===== config.mk =====
export PLATFORM = sky130hd
export DESIGN_NAME = rev_counter_n
export DESIGN_NICKNAME = d
export VERILOG_FILES = /design/src/rtl/rev_counter_pkg.sv /design/src/rtl/bcd_digit_updown.sv /design/src/rtl/rev_counter_n.sv
export SDC_FILE = /design/constraint.sdc
export NUM_CORES = 1
export LEC_CHECK = 0
export CAP_MARGIN = 25
export CORE_MARGIN = 2
export CORE_UTILIZATION = 55
export CTS_CLUSTER_DIAMETER = 60
export CTS_CLUSTER_SIZE = 30
export DETAILED_ROUTE_END_ITERATION = 16
export GPL_ROUTABILITY_DRIVEN = 0
export PLACE_DENSITY_LB_ADDON = 0.1
export SYNTH_ARGS = -nofsm -noshare
export SYNTH_HDL_FRONTEND = slang
export SYNTH_SLANG_ARGS = --single-unit

===== constraint.sdc =====
create_clock -name clk -period 2.6 [get_ports clk]
set_input_delay 0.39 -clock clk [delete_from_list [all_inputs] [get_ports clk]]
set_output_delay 0.39 -clock clk [all_outputs]
set_load 0.05 [all_outputs]

===== src/rtl/rev_counter_pkg.sv =====
// Shared definitions for the reversible counter.
//   DIGIT_W       width of one BCD digit
//   BCD_MAX_DIGIT largest legal BCD digit value
//   bcd_sanitize  maps an illegal BCD digit (>9) to 0, passes legal digits through
package rev_counter_pkg;

    localparam int unsigned DIGIT_W = 4;
    localparam logic [DIGIT_W-1:0] BCD_MAX_DIGIT = 4'd9;

    function automatic logic [DIGIT_W-1:0] bcd_sanitize(input logic [DIGIT_W-1:0] digit);
        return (digit > BCD_MAX_DIGIT) ? '0 : digit;
    endfunction

endpackage


===== src/rtl/bcd_digit_updown.sv =====
// One decimal digit of the BCD up/down chain.
//   digit      in   current digit value (0..9)
//   up         in   1 = increment, 0 = decrement
//   cin        in   carry (up) or borrow (down) from the less significant digit
//   digit_next out  digit value after the step
//   cout       out  carry/borrow into the more significant digit
module bcd_digit_updown
    import rev_counter_pkg::*;
(
    input  logic [DIGIT_W-1:0] digit,
    input  logic               up,
    input  logic               cin,
    output logic [DIGIT_W-1:0] digit_next,
    output logic               cout
);

    always_comb begin
        digit_next = digit;
        cout       = 1'b0;
        if (cin) begin
            if (up) begin
                if (digit == BCD_MAX_DIGIT) begin
                    digit_next = '0;
                    cout       = 1'b1;
                end else begin
                    digit_next = digit + DIGIT_W'(1);
                end
            end else begin
                if (digit == '0) begin
                    digit_next = BCD_MAX_DIGIT;
                    cout       = 1'b1;
                end else begin
                    digit_next = digit - DIGIT_W'(1);
                end
            end
        end
    end

endmodule


===== src/rtl/rev_counter_n.sv =====
// Parametrised reversible (up/down) counter, binary or BCD, with parallel load,
// count enable and an internal tick prescaler (clock enable, single clock domain).
//   clk   in   system clock
//   rstn  in   synchronous active-low reset
//   en    in   count enable; low freezes counter and prescaler
//   up    in   direction: 1 = increment, 0 = decrement
//   load  in   synchronous parallel load
//   din   in   load value
//   cnt   out  current count (registered)
//   tc    out  terminal count level, combinational from cnt/up
//   rc    out  one-cycle ripple-carry pulse on each wrap (registered)
module rev_counter_n
    import rev_counter_pkg::*;
#(
    parameter int unsigned WIDTH    = 16,
    parameter bit          BCD      = 1'b0,
    parameter int unsigned PRESCALE = 10_000_000
) (
    input  logic             clk,
    input  logic             rstn,
    input  logic             en,
    input  logic             up,
    input  logic             load,
    input  logic [WIDTH-1:0] din,
    output logic [WIDTH-1:0] cnt,
    output logic             tc,
    output logic             rc
);

    localparam int unsigned PS_W = (PRESCALE > 1) ? $clog2(PRESCALE) : 1;

    function automatic logic [WIDTH-1:0] max_value();
        logic [WIDTH-1:0] m;
        m = '1;
        if (BCD) begin
            for (int i = 0; i < int'(WIDTH / DIGIT_W); i++) begin
                m[i*DIGIT_W +: DIGIT_W] = BCD_MAX_DIGIT;
            end
        end
        return m;
    endfunction

    localparam logic [WIDTH-1:0] MAX_VAL = max_value();

    logic [WIDTH-1:0] cnt_q;
    logic             rc_q;
    logic [PS_W-1:0]  ps_q;
    logic             tick;
    logic [WIDTH-1:0] step_val;
    logic [WIDTH-1:0] load_val;
    logic             wrap;

    // With PRESCALE=1 the compare is against 0 and ps_q never leaves 0, so tick is constant 1.
    assign tick = (ps_q == PS_W'(PRESCALE - 1));

    assign tc = (up & (cnt_q == MAX_VAL)) | (~up & (cnt_q == '0));

    if (BCD) begin : g_bcd
        localparam int unsigned NDIG = WIDTH / DIGIT_W;
        logic [NDIG:0] carry;

        assign carry[0] = 1'b1;
        // Carry out of the top digit is exactly the wrap condition.
        assign wrap     = carry[NDIG];

        for (genvar i = 0; i < int'(NDIG); i++) begin : g_digit
            bcd_digit_updown u_digit (
                .digit      (cnt_q[i*DIGIT_W +: DIGIT_W]),
                .up         (up),
                .cin        (carry[i]),
                .digit_next (step_val[i*DIGIT_W +: DIGIT_W]),
                .cout       (carry[i+1])
            );
            assign load_val[i*DIGIT_W +: DIGIT_W] = bcd_sanitize(din[i*DIGIT_W +: DIGIT_W]);
        end
    end else begin : g_bin
        assign step_val = up ? (cnt_q + WIDTH'(1)) : (cnt_q - WIDTH'(1));
        assign load_val = din;
        assign wrap     = tc;
    end

    always_ff @(posedge clk) begin
        if (!rstn) begin
            cnt_q <= '0;
            rc_q  <= 1'b0;
            ps_q  <= '0;
        end else if (load) begin
            // Load also restarts the prescaler so the next tick is a full period away.
            cnt_q <= load_val;
            rc_q  <= 1'b0;
            ps_q  <= '0;
        end else begin
            rc_q <= 1'b0;
            if (en) begin
                ps_q <= tick ? '0 : (ps_q + PS_W'(1));
                if (tick) begin
                    cnt_q <= step_val;
                    rc_q  <= wrap;
                end
            end
        end
    end

    assign cnt = cnt_q;
    assign rc  = rc_q;

endmodule


==> impl_results.md <==
* Status: finished clean
* Ports at 39
* Layout cells sized above 1 at 13.8%
* Final Skew at 0.0103 ns
* Post-DRT Antenna Nets at 0
* Flop and latch count out of synthesis at 41
* Slew headroom at 66.1%
* Crit Path Class: input pin to flop
* Die ar. at 0.00538 mm2
* Vias in the first global route at 2407
* Synth cell types at 50
* Yosys Warn Count at 0
* WL per Instance at 16.1 um
* Clock sinks at 41
* Crit path required time at 2.77 ns
* Hpwl dp at 5.06 mm
* CORE AREA at 0.00469 mm2
* Largest cells by area after synthesis: dfxtp_1, ha_1, xor2_1
* Max FO, Critical Path at 11
* TritonCTS clock tree: done
* First-pass GRT wire length at 11.2 mm
* Port buffer count at 38
* Hold Crit Class: flop to flop
* Syn Area/Cell at 8.24 um2
* Antenna violations before repair at 0
* Critical Path Max Stage Delay at 0.47 ns
* Final setup viols at 0
* Syn Nets at 358
* Drt first pass iters at 4
* Most used DFF post-synth: dfxtp_1
* Leak Pwr at 1.36 nW
* Cell Pwr Density at 471 mW/mm2
* Maximum vdd drop at 0.328 mV
* CTS root buf: clkbuf_8
* Via Count at 2583
* DP Worst Slack at -0.264 ns
* Mapped Area at 0.00265 mm2
* Startpoint Class: input pin
* # hold bufs at CTS at 0
* Most numerous cell in the Yosys netlist: dfxtp_1
* Final period util at 98.3%
* Area Growth Syn to Fin at 28.0%
* Overall Power at 1.59 mW
* Worst-Skew Late Latency at 0.30 ns
* Max frequency at 391 MHz
* # diodes at 0
* Synth area leader: dfxtp_1
* Die H at 73.4 um
* Clk pin slew, worst setup/hold paths at 0.09 ns
* Slew Limit Fails at 0
* Combinational cell fraction of total power at 25.6%
* Synthesized instance count at 321
* Overall Global Routing Usage at 26.6%
* Asr flop ratio synth at 0%
* DRC violations left at 0
* Gr ovfl total at 0
* Hold Violations, Final at 0
* Top cells by count, synth: dfxtp_1, nor2_1, nand2_1
* Tmin final at 2.56 ns
* Seq pwr share at 42.1%
* Tightest Pin Transition at 0.507 ns
* Synth top area share at 31.0%
* Pint at 1.11 mW
* Initial drt markers at 174
* Initial core utilization at 56.4%
* Final worst slack at 0.0446 ns
* Nets at 421
* Clock Power Share at 32.3%
* Routed wire length at 7.04 mm
* Number of synthesized flops with an enable pin at 0
* Switching Fraction at 30.3%
* Site row count at 25
* Num CTS Buffers at 5
* Worst path slowest cell: clkdlybuf4s50_1
* CTS Buffer Depth at 2
* Max Cap Viol at 0
* CTS H-tree lvls at 2
* Overall die width at 73.4 um
* Via density at 5.90
* Worst setup EP type: flop
* Switching power at 483 uW
* Sequential cell area fraction in the yosys report at 31.0%
* Largest net degree at the start of global routing at 23
* CP Cell Sequence: clkdlybuf4s50_1 -> inv_1 -> buf_4 -> ha_1 -> a211oi_2 -> o21ai_1 -> a31oi_2 -> o31ai_1 -> o41ai_2 -> o211ai_1
* Worst Path Arrival at 2.73 ns
kinds of logic (layout without fill, tap and decap cells):
logic type | after synthesis | in the layout | share of synthesized area (%)
AO/OA/AOI/OAI | 81 | 81 | 20.3
XOR/XNOR | 31 | 31 | 10.3
adder cells (fa/ha/maj) | 16 | 16 | 7.85
buffers and inverters | 23 | 86 | 3.78
flip-flops | 41 | 41 | 31.0
multiplexers | 3 | 3 | 1.18
AND/OR/NAND/NOR | 126 | 126 | 25.6
cell type report:
cell class / count / area [um2]
flip-flops and latches: 41 / 821
multi-input cells: 257 / 1740
repair buffers: 67 / 608
inverters: 12 / 45.0
fillers: 378 / 1310
clock buffers: 5 / 68.8
clock inverters: 2 / 35.0
well taps: 54 / 67.6
flip-flops by register name, indices dropped and copies added (netlist names):
register / count
cnt: 16
ps_q: 24
rc: 1
what timing repair did:
action / in CTS / in global routing
endpoints found under the setup margin: 1 / 9
gates resized for setup: 0 / 4
pin swaps: 1 / 1
setup buffers: 0 / 0
placed cells by master, fill, tap and decap left out, types with 3 or more instances in the layout:
master	count
buf_4	29
o31ai_1	3
and4_1	4
o21ai_0	19
nor3_1	3
a21o_1	5
and3_1	5
o211ai_1	7
or3_1	5
xor2_1	17
clkbuf_8	5
a21oi_1	24
nor4_1	6
nor2_1	33
nand2_1	30
xnor2_1	14
inv_1	12
nand3_1	11
and2_1	3
nor4b_2	3
nand4_1	10
ha_1	15
dfxtp_1	41
clkdlybuf4s50_1	37
o211a_1	6
nor2b_1	5
power by group through the flow:
stage	combinational (mW)	clock (mW)	sequential [mW]
CTS	0.397	0.516	0.671
detailed placement	0.393	0	0.685
floorplan	0.183	0	0.735
global placement	0.386	0	0.685
finish	0.408	0.515	0.672
global route	0.438	0.542	0.675
per-stage QoR:
step / std cells / instance area, um2 / utilization, % / hold WS (ns) / setup TNS, ns
floorplan: 321 / 2650 / - / 0.463 / 0
global placement: 431 / 3270 / 69.6 / 0.486 / -0.761
detailed placement: 431 / 3270 / 69.6 / 0.510 / -1.64
CTS: 438 / 3370 / 71.8 / 0.522 / 0
global route: 438 / 3390 / 72.2 / 0.567 / -0.101
finish: 438 / 3390 / 72.2 / 0.528 / 0
final timing paths:
path | start | to | slack (ns) | depth (start not counted)
hold reg to reg | ps_q[20]$_SDFFE_PP0P_ | ps_q[20]$_SDFFE_PP0P_ | 0.53 | 2
hold / removal | ps_q[20]$_SDFFE_PP0P_ | ps_q[20]$_SDFFE_PP0P_ | 0.53 | 2
setup / recovery | up | cnt[15]$_SDFFE_PN0P_ | 0.04 | 10
setup reg to reg | cnt[0]$_SDFFE_PN0P_ | cnt[12]$_SDFFE_PN0P_ | 0.26 | 8
routing by layer:
metal	wire length [um]	up-vias	global-route usage [%]
met5	0	-	0
met4	131	0	8.48
met3	464	17	6.04
met2	3190	90	41.8
met1	3250	1188	36.1
li1	-	1288	-
critical path: cells and delay by family:
kind / cells / cell delay (ns)
AOI/OAI and AO/OA: 6 / 1.23
buffers and inverters: 3 / 0.76
adders and majority gates: 1 / 0.34
(Power assumes the default switching activity.)
